## src/rtl/image_uart_tx_if.sv

```systemverilog
// Bus bundle for image_uart_tx: start/busy/done control, data-memory read port
// and the serial line. The transmitter uses the slave view; whoever issues
// transfers and models the memory uses the master view.
interface image_uart_tx_if #(
  parameter int ADDR_W = 16,
  parameter int LEN_W  = 16
);
  logic              start;
  logic [ADDR_W-1:0] base_addr;
  logic [LEN_W-1:0]  num_bytes;
  logic [ADDR_W-1:0] mem_addr;
  logic              mem_rd_en;
  logic [7:0]        mem_rdata;
  logic              tx;
  logic              busy;
  logic              done;

  modport slave (
    input  start, base_addr, num_bytes, mem_rdata,
    output mem_addr, mem_rd_en, tx, busy, done
  );

  modport master (
    output start, base_addr, num_bytes, mem_rdata,
    input  mem_addr, mem_rd_en, tx, busy, done
  );
endinterface

```

## src/rtl/image_uart_tx.sv

```systemverilog
// image_uart_tx: reads num_bytes bytes from data memory starting at base_addr
// and sends each one as a UART 8N1 frame (LSB first, idle high).
//
// Handshake: start is a one-cycle request, accepted only in IDLE (busy=0).
// busy is high from the cycle after acceptance through the last stop bit;
// done pulses for one cycle (with busy already low) when the transfer ends.
// The memory read is a one-cycle strobe; mem_rdata is valid the cycle after.
module image_uart_tx #(
  parameter int ADDR_W       = 16,
  parameter int LEN_W        = 16,
  parameter int CLKS_PER_BIT = 434
) (
  input  logic                clk,
  input  logic                rst_n,
  image_uart_tx_if.slave      bus,
  output logic [2:0]          dbg_state_o
);
  localparam int CNT_W = $clog2(CLKS_PER_BIT);

  typedef enum logic [2:0] {
    S_IDLE  = 3'd0,
    S_FETCH = 3'd1,
    S_WAIT  = 3'd2,
    S_START = 3'd3,
    S_DATA  = 3'd4,
    S_STOP  = 3'd5,
    S_DONE  = 3'd6
  } state_e;

  state_e            state_q, state_d;
  logic [ADDR_W-1:0] addr_q, addr_d;         // address of the next byte to fetch
  logic [ADDR_W-1:0] rd_addr_q, rd_addr_d;   // last address presented to memory
  logic [LEN_W-1:0]  remaining_q, remaining_d;
  logic [7:0]        shift_q, shift_d;
  logic [CNT_W-1:0]  baud_q, baud_d;
  logic [2:0]        bit_q, bit_d;
  logic              bit_end;
  logic              rd_fire;

  assign bit_end = (baud_q == CNT_W'(CLKS_PER_BIT - 1));
  assign rd_fire = (state_q == S_FETCH) && (remaining_q != '0);

  // Next-state and datapath update for the fetch/serialise sequence
  always_comb begin
    state_d     = state_q;
    addr_d      = addr_q;
    rd_addr_d   = rd_addr_q;
    remaining_d = remaining_q;
    shift_d     = shift_q;
    baud_d      = baud_q;
    bit_d       = bit_q;
    case (state_q)
      S_IDLE: begin
        if (bus.start) begin
          addr_d      = bus.base_addr;
          remaining_d = bus.num_bytes;
          state_d     = S_FETCH;
        end
      end
      S_FETCH: begin
        if (remaining_q == '0) begin
          state_d = S_DONE;
        end else begin
          rd_addr_d = addr_q;
          state_d   = S_WAIT;
        end
      end
      S_WAIT: begin
        shift_d     = bus.mem_rdata;
        remaining_d = remaining_q - LEN_W'(1);
        baud_d      = '0;
        state_d     = S_START;
      end
      S_START: begin
        if (bit_end) begin
          baud_d  = '0;
          bit_d   = 3'd0;
          state_d = S_DATA;
        end else begin
          baud_d = baud_q + CNT_W'(1);
        end
      end
      S_DATA: begin
        if (bit_end) begin
          baud_d  = '0;
          shift_d = {1'b0, shift_q[7:1]};
          bit_d   = bit_q + 3'd1;
          if (bit_q == 3'd7) state_d = S_STOP;
        end else begin
          baud_d = baud_q + CNT_W'(1);
        end
      end
      S_STOP: begin
        if (bit_end) begin
          baud_d  = '0;
          addr_d  = addr_q + ADDR_W'(1);
          state_d = (remaining_q != '0) ? S_FETCH : S_DONE;
        end else begin
          baud_d = baud_q + CNT_W'(1);
        end
      end
      S_DONE:  state_d = S_IDLE;
      default: state_d = S_IDLE;
    endcase
  end

  // State and datapath registers; reset aborts any frame in flight
  always_ff @(posedge clk or negedge rst_n) begin
    if (!rst_n) begin
      state_q     <= S_IDLE;
      addr_q      <= '0;
      rd_addr_q   <= '0;
      remaining_q <= '0;
      shift_q     <= '0;
      baud_q      <= '0;
      bit_q       <= '0;
    end else begin
      state_q     <= state_d;
      addr_q      <= addr_d;
      rd_addr_q   <= rd_addr_d;
      remaining_q <= remaining_d;
      shift_q     <= shift_d;
      baud_q      <= baud_d;
      bit_q       <= bit_d;
    end
  end

  // Outputs decoded from state so reset forces tx high immediately
  always_comb begin
    bus.mem_rd_en = rd_fire;
    bus.mem_addr  = rd_fire ? addr_q : rd_addr_q;
    bus.busy      = (state_q == S_FETCH) || (state_q == S_WAIT) ||
                    (state_q == S_START) || (state_q == S_DATA) ||
                    (state_q == S_STOP);
    bus.done      = (state_q == S_DONE);
    case (state_q)
      S_START: bus.tx = 1'b0;
      S_DATA:  bus.tx = shift_q[0];
      default: bus.tx = 1'b1;
    endcase
  end

  assign dbg_state_o = state_q;

endmodule

```

## src/flat_wrapper.sv

```systemverilog
// flat-port wrapper written by rule: the top's interface ports become plain ports
module image_uart_tx_flat 
#(
  parameter int ADDR_W       = 16,
  parameter int LEN_W        = 16,
  parameter int CLKS_PER_BIT = 434
)
  (clk, rst_n, dbg_state_o, bus_start, bus_base_addr, bus_num_bytes, bus_mem_rdata, bus_mem_addr, bus_mem_rd_en, bus_tx, bus_busy, bus_done);
  image_uart_tx_if #(.ADDR_W(ADDR_W), .LEN_W(LEN_W)) bus_i ();
  input  logic clk;
  input  logic rst_n;
  output logic [2:0] dbg_state_o;
  input wire logic [$bits(bus_i.start)-1:0] bus_start;
  input wire logic [$bits(bus_i.base_addr)-1:0] bus_base_addr;
  input wire logic [$bits(bus_i.num_bytes)-1:0] bus_num_bytes;
  input wire logic [$bits(bus_i.mem_rdata)-1:0] bus_mem_rdata;
  output wire logic [$bits(bus_i.mem_addr)-1:0] bus_mem_addr;
  output wire logic [$bits(bus_i.mem_rd_en)-1:0] bus_mem_rd_en;
  output wire logic [$bits(bus_i.tx)-1:0] bus_tx;
  output wire logic [$bits(bus_i.busy)-1:0] bus_busy;
  output wire logic [$bits(bus_i.done)-1:0] bus_done;
  assign bus_i.start = bus_start;
  assign bus_i.base_addr = bus_base_addr;
  assign bus_i.num_bytes = bus_num_bytes;
  assign bus_i.mem_rdata = bus_mem_rdata;
  assign bus_mem_addr = bus_i.mem_addr;
  assign bus_mem_rd_en = bus_i.mem_rd_en;
  assign bus_tx = bus_i.tx;
  assign bus_busy = bus_i.busy;
  assign bus_done = bus_i.done;
  image_uart_tx #(.ADDR_W(ADDR_W), .LEN_W(LEN_W), .CLKS_PER_BIT(CLKS_PER_BIT)) u_core (.clk(clk), .rst_n(rst_n), .bus(bus_i), .dbg_state_o(dbg_state_o));
endmodule
```

## config.mk

```make
export PLATFORM = sky130hd
export DESIGN_NAME = image_uart_tx_flat
export DESIGN_NICKNAME = d
export VERILOG_FILES = /design/src/rtl/image_uart_tx_if.sv /design/src/rtl/image_uart_tx.sv /design/src/flat_wrapper.sv
export SDC_FILE = /design/constraint.sdc
export NUM_CORES = 1
export LEC_CHECK = 0
export CORE_ASPECT_RATIO = 2
export CORE_MARGIN = 3
export CORE_UTILIZATION = 40
export DETAILED_ROUTE_END_ITERATION = 10
export GPL_TIMING_DRIVEN = 0
export PLACE_DENSITY = 0.65
export SLEW_MARGIN = 15
export SYNTH_ARGS = -nofsm -noshare
export SYNTH_HDL_FRONTEND = slang
export SYNTH_SLANG_ARGS = --single-unit
```

## constraint.sdc

```tcl
create_clock -name clk -period 3.85 [get_ports clk]
set_input_delay 0.5775 -clock clk [delete_from_list [all_inputs] [get_ports clk]]
set_output_delay 0.5775 -clock clk [all_outputs]
set_load 0.01 [all_outputs]
```

==> results of run 1 <==
area by class of cell:
cell class              count  area, sq um  share of cell area [%]
inverters                   6         22.5                   0.455
repair buffers             68          683                    13.8
well taps                 104          130                    2.63
clock inverters             7         80.1                    1.62
plain buffers              23          110                    2.22
clock buffers               9          225                    4.55
multi-input cells         308         1920                    38.9
flip-flops and latches     71         1780                    35.9
flip-flops by register name, summed over array words and instances, names as in the netlist:
| register | cells |
|---|---|
| u_core.shift_q | 8 |
| u_core.baud_q | 9 |
| u_core.remaining_q | 16 |
| u_core.bit_q | 3 |
| u_core.addr_q | 16 |
| u_core.dbg_state_o | 3 |
| u_core.rd_addr_q | 16 |
repair_timing:
action                                  4_1_cts  5_1_grt
hold buffers                                  0        0
endpoints found under the setup margin        9        0
gates resized for setup                       1        0
setup buffers                                 2        0
logic make-up after synthesis:
| logic type | synth area share (%) |
|---|---|
| buffers and inverters | 3.56 |
| DFF | 46.3 |
| muxes | 7.93 |
| and+or+nand+nor | 19.6 |
| adders and majority gates | 1.96 |
| AOI/OAI and AO/OA | 20.1 |
| xor gates and xnor gates | 0.457 |
Yosys cell counts (6+ instances only):
cell / count / area (sq um)
a21oi_1: 33 / 165
and3_1: 7 / 43.8
clkbuf_1: 21 / 78.8
dfrtp_1: 71 / 1780
ha_1: 6 / 75.1
inv_1: 6 / 22.5
mux2_2: 7 / 78.8
mux2_4: 9 / 135
mux2i_1: 9 / 90.1
nand2_1: 45 / 169
nand3_1: 16 / 80.1
nor2_1: 28 / 105
nor3_1: 18 / 90.1
o21ai_0: 44 / 220
o22ai_1: 10 / 62.6
path summary, 6_finish.rpt:
| check | to |
|---|---|
| worst min-delay path | u_core.shift_q[7]$_DFFE_PN0P_ |
| worst min register to register | u_core.shift_q[3]$_DFFE_PN0P_ |
| max in group asynchronous | u_core.addr_q[8]$_DFFE_PN0P_ |
| worst max register to register | u_core.addr_q[9]$_DFFE_PN0P_ |
| min in group clk | u_core.shift_q[3]$_DFFE_PN0P_ |
| worst max-delay path | bus_mem_addr[6] |
layer usage:
layer	vias up	routed length (um)	part of all wire, %	track usage [%]
li1	1657	-	-	-
met5	-	0	0	0
met2	127	5380	53	34.4
met4	0	278	2.8	10.4
met1	1633	3900	39	21.5
met3	20	497	4.9	4.73
power by group through the flow:
stage	Sequential, mW	Combinational [mW]	Clock, mW
2_1_floorplan	0.769	0.0162	0
3_3_place_gp	0.770	0.0779	0
3_5_place_dp	0.769	0.0808	0
4_1_cts	0.756	0.0814	0.872
5_1_grt	0.756	0.0870	0.910
6_report	0.756	0.0797	0.846
per-stage QoR:
step / cell area [sq um] / std cells
after floorplan: 3830 / 409
after global placement: 4610 / 578
after detailed placement: 4630 / 579
after CTS: 4950 / 596
after global routing: 4950 / 596
final: 4950 / 596
==> out/results.ini, run 1 <==
[pwr]
p_leak_nw=2.02
power_frac_clock_pct=50.3
switching_power_mw=0.372
irDropWorstVdd_mv=0.227
pwr-share-comb_pct=4.7
p_int_mw=1.31
pwr-share-seq_pct=45.0
power_mw=1.68
p_per_area_mw_per_mm2=340
p_sw_share_pct=22.1

[setup_path]
critical_path.max_stage_delay_ns=0.56
critical_path_class=reg2out
cp-end-kind=output pin
crit_family=simple AND/OR/NAND/NOR gates
worst-r2r-setup-slack_ns=1.30
crit_path_start_kind=flip-flop
crit_slowest_cell=or4_4
cp_max_fo=10
crit_path_start=u_core.remaining_q[6]$_DFFE_PN0P_
rr_worst_depth=8
worstPathCellList=or4_4, or2_1, buf_6, nor4_4, buf_4, nor3_4, buf_12, mux2_4, clkdlybuf4s50_1
required_ns=3.27
r2r-start=u_core.dbg_state_o[1]$_DFFE_PN0P_
path_depth=9
worst-path-buf-inv=4
arrival_ns=3.05

[placed_design]
place_hpwl_um=7440
portBuffers=65
place_ws_ns=0.240
gp_congestion=0.929

[clock_network]
cts_buffers=9
clk_pin_slew_worst_paths_ns=0.06
numClockSinks=71
clock_path_buffers=2
root_buffer=clkbuf_16
insertion_delay_ns=0.33
htreeDepth=3
cts_tree=built

[global_routing]
antenna_found_initial=0
grt_pass1_vias=3435
grt_max_degree=44
grt_first_pass_wirelength_um=16300
grt_overflow_total=0
grt_usage_pct=19.8

[sta]
rsz0062_at_grt=no
drv_slew=0
min_period_ns=3.63
clock_skew_ns=0.00588
final-setup-viol-count=0
slew_headroom_pct=47.5
hold_viol_final=0
tightestPinTransition_ns=0.781
max_freq_ghz=0.275
hold_slack_ns=0.170
fin_ws_ns=0.218
post-route-period-util_pct=94.3
final.setup.tns_ns=0

[drt]
vias_per_cell=5.77
wl_per_cell_um=16.9
first_pass_iters=4
routed_wirelength_um=10100
drtIter0Drc=223
vias=3437
ant_nets=0
route.detailed.drc=0

[synthesis]
postSynthAreaPerCell_sq_um=9.37
ys_async_sr_fraction_pct=100
synth_top_flop_cell=dfrtp_1
netlist_area_sq_mm=0.00383
synth_nets=458
ys_seq_area_share_pct=46.3
ys_types=59
synth_warnings=0
synth_cells=409
ys_ff_latch=71
synth_edf_count=0

[finish]
layout.nets=536
final_common_cell=dfrtp_1
drive_gt1_share_pct=9.55
antennaDiodeCount=0
n_fill_cell=878
areaGrowthSynthToFinish_pct=29.2
post-route-util_pct=52.8
final_cell_mix=dfrtp_1, clkdlybuf4s50_1, nand2_1

[hold_path]
hp-class=in2async

[floorplanning]
core-area_sq_mm=0.00938
start_util_pct=40.9
die_w_um=75.2
chipHeight_um=144
num_rows=50
dieArea_sq_mm=0.0109
num_io_pins=66

[run_status]
status=finished, final reports clean

[run]
drv_cap=0

No activity file was read; power rests on OpenSTA's default activity.
==> run 2, diff against run 1 <==
- CORE_UTILIZATION: 40 -> 55
- PLACE_DENSITY: 0.65 -> 0.85
==> run 2 against run 1 <==
  * Setup slack got worse by 0.048 ns
  * Register-to-register slack improved by 0.06 ns
  * The flow now finishes with violations (design-rule violations)
  * Largest cell class unchanged
  * Clock power rose by 21%
  * Critical path type unchanged
  * Utilization is 22 points higher
  * Critical endpoint is now bus_mem_addr[9]
==> out/results.ini, run 2 (synthesized netlist as in run 1, its figures left out) <==
[drt]
vias_per_cell=6.13  ; was 5.77
drtIter0Drc=277  ; was 223
route.detailed.drc=1  ; was 0
first_pass_iters=9  ; was 4
wl_per_cell_um=18.1  ; was 16.9 um
vias=3548  ; was 3,437
routed_wirelength_um=10500  ; was 10,100 um
ant_nets=0  ; unchanged

[pwr]
switching_power_mw=0.356  ; was 0.372 mW
p_int_mw=1.50  ; was 1.31 mW
p_per_area_mw_per_mm2=372  ; was 340 mW/mm^2
power_mw=1.85  ; was 1.68 mW
irDropWorstVdd_mv=0.325  ; was 0.227 mV
pwr-share-comb_pct=4.4  ; was 4.7%
pwr-share-seq_pct=40.8  ; was 45.0%
p_leak_nw=2.05  ; was 2.02 nW
p_sw_share_pct=19.2  ; was 22.1%
power_frac_clock_pct=54.8  ; was 50.3%

[setup_path]
critical_path.max_stage_delay_ns=0.54  ; was 0.56 ns
rr_worst_depth=9  ; was 8
arrival_ns=3.10  ; was 3.05 ns
worstPathCellList=inv_1, ha_1, or4b_4, nor4_4, nor3_4, buf_12, mux2_4, clkdlybuf4s50_1  ; was or4_4, or2_1, buf_6, nor4_4, buf_4, nor3_4, buf_12, mux2_4, clkdlybuf4s50_1
worst-r2r-setup-slack_ns=1.36  ; was 1.30 ns
cp_max_fo=10  ; unchanged
crit_family=simple AND/OR/NAND/NOR gates  ; unchanged
worst-path-buf-inv=3  ; was 4
cp-end-kind=output pin  ; unchanged
worstSetupEndpoint=bus_mem_addr[9]  ; was bus_mem_addr[6]
crit_slowest_cell=or4b_4  ; was or4_4
required_ns=3.27  ; about the same
r2r_end=u_core.addr_q[9]$_DFFE_PN0P_  ; unchanged
crit_path_start_kind=flip-flop  ; unchanged
path_depth=8  ; was 9
r2r-start=u_core.baud_q[1]$_DFFE_PN0P_  ; was u_core.dbg_state_o[1]$_DFFE_PN0P_
crit_path_start=u_core.remaining_q[0]$_DFFE_PN0P_  ; was u_core.remaining_q[6]$_DFFE_PN0P_
critical_path_class=reg2out  ; unchanged

[finish]
final_cell_mix=dfrtp_1, clkdlybuf4s50_1, nand2_1  ; unchanged
areaGrowthSynthToFinish_pct=30.1  ; was 29.2%
post-route-util_pct=74.7  ; was 52.8%
final_common_cell=dfrtp_1  ; unchanged
antennaDiodeCount=0  ; unchanged
drive_gt1_share_pct=9.16  ; was 9.55%
reg_top3=u_core.addr_q x16, u_core.rd_addr_q x16, u_core.remaining_q x16  ; unchanged
layout.nets=535  ; was 536

[sta]
final-setup-viol-count=0  ; unchanged
tightestPinTransition_ns=0.821  ; was 0.781 ns
slew_headroom_pct=44.9  ; was 47.5%
max_freq_ghz=0.272  ; was 0.275 GHz
drv_slew=0  ; unchanged
final.setup.tns_ns=0  ; unchanged
clock_skew_ns=0.00500  ; was 0.00588 ns
post-route-period-util_pct=95.6  ; was 94.3%
min_period_ns=3.68  ; was 3.63 ns
rsz0062_at_grt=no  ; unchanged
hold_viol_final=0  ; unchanged

[run_status]
violations=design-rule violations
status=complete, but fails checks  ; was finished, final reports clean

[placed_design]
place_hpwl_um=7410  ; was 7440 um
gp_congestion=0.966  ; was 0.929
portBuffers=65  ; unchanged

[clock_network]
cts_tree=built  ; unchanged
root_buffer=clkbuf_16  ; unchanged
cts_hold_buf=0  ; unchanged
htreeDepth=3  ; unchanged
numClockSinks=71  ; unchanged
clock_path_buffers=2  ; unchanged
clk_pin_slew_worst_paths_ns=0.06  ; about the same
cts_buffers=9  ; unchanged
insertion_delay_ns=0.34  ; was 0.33 ns

[floorplanning]
num_io_pins=66  ; unchanged
num_rows=42  ; was 50
die_w_um=65.0  ; was 75.2 um
core-area_sq_mm=0.00667  ; was 0.00938 sq mm
chipHeight_um=124  ; was 144 um
start_util_pct=57.4  ; was 40.9%
dieArea_sq_mm=0.00807  ; was 0.0109 sq mm

[global_routing]
grt_first_pass_wirelength_um=17000  ; was 16,300 um
antenna_found_initial=0  ; unchanged
grt_usage_pct=27.5  ; was 19.8%
grt_pass1_vias=3639  ; was 3,435
grt_overflow_total=0  ; unchanged
grt_max_degree=54  ; was 44

[hold_path]
hp-class=in2async  ; unchanged

[run]
drv_cap=0  ; unchanged

run 2: worst min path at each step:
stage / slack, ns / startpoint / cells past startpoint / end
6_report: 0.11 / rst_n / 1 / u_core.rd_addr_q[9]$_DFFE_PN0P_
5_1_grt: 0.13 / rst_n / 1 / u_core.addr_q[9]$_DFFE_PN0P_
4_1_cts: 0.11 / rst_n / 1 / u_core.rd_addr_q[9]$_DFFE_PN0P_
3_5_place_dp: 0.47 / rst_n / 1 / u_core.shift_q[1]$_DFFE_PN0P_
3_3_place_gp: 0.46 / u_core.shift_q[1]$_DFFE_PN0P_ / 2 / u_core.shift_q[1]$_DFFE_PN0P_
2_1_floorplan: 0.28 / rst_n / 0 / u_core.addr_q[0]$_DFFE_PN0P_
run 2: area by class of cell:
type / count / area (sq um)
inverter: 6 / 22.5
timing repair buffer: 67 / 683
clock inverter: 6 / 133
multi-input combinational: 308 / 1920
buffer: 23 / 110
tap: 88 / 110
sequential: 71 / 1780
fill: 497 / 1690
clock buffer: 10 / 229
run 2: power by group through the flow:
stage	Clock [mW]	Sequential, mW	Combinational (mW)
after floorplan	0	0.769	0.0162
after global placement	0	0.769	0.0768
after detailed placement	0	0.769	0.0814
after CTS	1.03	0.756	0.0824
after global routing	1.06	0.757	0.0886
final	1.02	0.757	0.0810
run 2: timing repair:
action,in CTS,in global routing
resized for setup,1,0
setup endpoints to repair,9,0
buffers inserted,1,0
run 2: worst register-to-register path, stage by stage (launching register included):
cell and delay [ns]:
dfrtp_1 0.41, inv_1 0.07, ha_1 0.14, nand4b_1 0.12, nor3_1 0.37, clkbuf_1 0.37
a21o_1 0.25, clkbuf_1 0.43, a21oi_1 0.13, a21oi_1 0.14
run 2: routing by layer:
| layer | wire (um) | track usage [%] | part of all wire (%) | up-vias |
|---|---|---|---|---|
| li1 | - | - | - | 1650 |
| met1 | 3820 | 28.4 | 36 | 1729 |
| met2 | 5830 | 51.5 | 55 | 135 |
| met3 | 488 | 4.96 | 4.6 | 34 |
| met4 | 367 | 14.7 | 3.5 | 0 |
| met5 | 0 | 0 | 0 | - |
run 2: through the flow:
stage | instance area (sq um) | worst slack, ns | std cells | hold WS [ns]
detailed placement | 4620 | 0.328 | 563 | 0.470
CTS | 4990 | 0.185 | 579 | 0.110
finish | 4990 | 0.171 | 579 | 0.109
global route | 4990 | 0.0838 | 579 | 0.130
global placement | 4590 | -0.192 | 562 | 0.464
floorplan | 3830 | 1.05 | 409 | 0.282
==> run 3, diff against run 2 <==
- CORE_MARGIN: 3 -> unset
==> run 3 against run 2 <==
  * The flow now finishes without violations
  * Clock-buffer cell count rose by 1
  * Register-to-register slack got worse by 0.07 ns
  * Sequential share of layout area down 0.080 points
  * Die area decreased by 9.2%
==> out/results.ini, run 3 (synthesized netlist as in run 1, its figures left out) <==
[floorplanning]
chipHeight_um=120  ; was 124 um
num_rows=42  ; unchanged
die_w_um=61.0  ; was 65.0 um
start_util_pct=57.4  ; unchanged
dieArea_sq_mm=0.00733  ; was 0.00807 sq mm
core-area_sq_mm=0.00667  ; unchanged
num_io_pins=66  ; unchanged

[drt]
first_pass_iters=4  ; was 9
vias=3543  ; was 3,548
drtIter0Drc=237  ; was 277
route.detailed.drc=0  ; was 1
routed_wirelength_um=10100  ; was 10,500 um
wl_per_cell_um=17.5  ; was 18.1 um
ant_nets=0  ; unchanged
vias_per_cell=6.12  ; was 6.13

[global_routing]
grt_usage_pct=31.0  ; was 27.5%
grt_pass1_vias=3605  ; was 3,639
grt_first_pass_wirelength_um=16500  ; was 17,000 um
antenna_found_initial=0  ; unchanged
grt_max_degree=44  ; was 54
grt_overflow_total=0  ; unchanged

[sta]
slew_headroom_pct=47.6  ; was 44.9%
drv_slew=0  ; unchanged
clock_skew_ns=0.00449  ; was 0.00500 ns
max_freq_ghz=0.272  ; about the same
tightestPinTransition_ns=0.780  ; was 0.821 ns
fin_ws_ns=0.177  ; was 0.171 ns
rsz0062_at_grt=no  ; unchanged
hold_viol_final=0  ; unchanged
post-route-period-util_pct=95.4  ; was 95.6%
final-setup-viol-count=0  ; unchanged
min_period_ns=3.67  ; was 3.68 ns
final.setup.tns_ns=0  ; unchanged

[pwr]
p_leak_nw=2.05  ; about the same
power_mw=1.88  ; was 1.85 mW
p_per_area_mw_per_mm2=376  ; was 372 mW/mm^2
irDropWorstVdd_mv=0.333  ; was 0.325 mV

[setup_path]
required_ns=3.27  ; about the same
cp-end-kind=output pin  ; unchanged
arrival_ns=3.10  ; about the same
worst-r2r-setup-slack_ns=1.29  ; was 1.36 ns
cp_max_fo=10  ; unchanged
r2r-start=u_core.dbg_state_o[2]$_DFFE_PN0P_  ; was u_core.baud_q[1]$_DFFE_PN0P_
critical_path.max_stage_delay_ns=0.53  ; was 0.54 ns
crit_slowest_cell=or4b_4  ; unchanged
r2r_end=u_core.addr_q[9]$_DFFE_PN0P_  ; unchanged
critical_path_class=reg2out  ; unchanged
crit_path_start_kind=flip-flop  ; unchanged
rr_worst_depth=8  ; was 9
worstPathCellList=inv_1, ha_1, or4b_4, nor4_4, nor3_4, buf_12, mux2_4, clkdlybuf4s50_1  ; unchanged

[placed_design]
place_ws_ns=0.336  ; was 0.328 ns
place_hpwl_um=7150  ; was 7410 um
portBuffers=65  ; unchanged
gp_congestion=0.894  ; was 0.966

[hold_path]
hp-class=in2async  ; unchanged

[finish]
final_cell_mix=dfrtp_1, clkdlybuf4s50_1, nand2_1  ; unchanged
layout.nets=535  ; unchanged
multi_input_area_sq_mm=0.00192  ; unchanged
ff_latch_area_sq_mm=0.00178  ; unchanged
final_common_cell=dfrtp_1  ; unchanged
reg_top3=u_core.addr_q x16, u_core.rd_addr_q x16, u_core.remaining_q x16  ; unchanged
n_fill_cell=501  ; was 497
antennaDiodeCount=0  ; unchanged
drive_gt1_share_pct=9.37  ; was 9.16%
areaGrowthSynthToFinish_pct=30.4  ; was 30.1%

[run]
drv_cap=0  ; unchanged

[clock_network]
insertion_delay_ns=0.33  ; was 0.34 ns
numClockSinks=71  ; unchanged
clock_path_buffers=2  ; unchanged
cts_buffers=9  ; unchanged
root_buffer=clkbuf_16  ; unchanged
cts_hold_buf=0  ; unchanged
cts_tree=built  ; unchanged
htreeDepth=3  ; unchanged
clk_pin_slew_worst_paths_ns=0.06  ; about the same

[run_status]
status=finished, final reports clean  ; was complete, but fails checks

[run 3: cell types whose count changed in the layout (fill, tap and decap cells not counted), sizes merged]
cell / before / now
clkbuf: 30 / 31
clkinv: 1 / 0
[run 3: power by group]
group | switching (mW) | internal [mW]
registers | 0.00441 | 0.752
logic | 0.0313 | 0.0487
clock network | 0.309 | 0.733
[run 3: cell type report]
| type | count | share of cell area (%) |
|---|---|---|
| buffer | 23 | 2.20 |
| clock buffer | 11 | 5.06 |
| clock inverter | 5 | 2.55 |
| inverter | 6 | 0.450 |
| multi-input combinational | 308 | 38.5 |
| sequential | 71 | 35.5 |
| tap | 88 | 2.20 |
| timing repair buffer | 67 | 13.5 |
[run 3: what timing repair did]
item | in CTS | in global routing
gates resized for setup | 1 | 0
buffers inserted | 1 | 0
setup endpoints to repair | 9 | 0
[run 3: worst max path at each step]
stage | startpoint | endpoint | slack (ns) | cells after the start
floorplan | u_core.remaining_q[6]$_DFFE_PN0P_ | bus_mem_addr[10] | 1.05 | 7
global placement | rst_n | u_core.rd_addr_q[13]$_DFFE_PN0P_ | -0.21 | 1
detailed placement | u_core.remaining_q[0]$_DFFE_PN0P_ | bus_mem_addr[6] | 0.34 | 9
CTS | u_core.remaining_q[0]$_DFFE_PN0P_ | bus_mem_addr[6] | 0.19 | 8
global route | u_core.remaining_q[0]$_DFFE_PN0P_ | bus_mem_addr[11] | 0.07 | 8
finish | u_core.remaining_q[0]$_DFFE_PN0P_ | bus_mem_addr[11] | 0.18 | 8
[run 3: critical path: cells and delay by family (launching register included)]
family | cells | cell delay (ns)
simple gates | 3 | 1.08
mux | 1 | 0.31
flops | 1 | 0.41
fa+ha+maj | 1 | 0.19
buf+inv | 3 | 0.76
[run 3: through the flow]
stage               instance area, sq um  cells  utilization, %  hold slack [ns]
floorplan                           3830    409               -            0.282
global placement                    4590    562            68.8            0.461
detailed placement                  4610    563            69.1            0.475
CTS                                 5000    579            74.9            0.181
global route                        5000    579            74.9            0.196
finish                              5000    579            74.9            0.165
[run 3: metal layers]
layer / track usage, % / vias to the layer above / part of all wire, %
met4: 18.0 / 0 / 4.9
met5: 0 / - / 0
li1: - / 1656 / -
met1: 31.5 / 1722 / 36
met2: 54.1 / 126 / 55
met3: 7.22 / 39 / 4.2
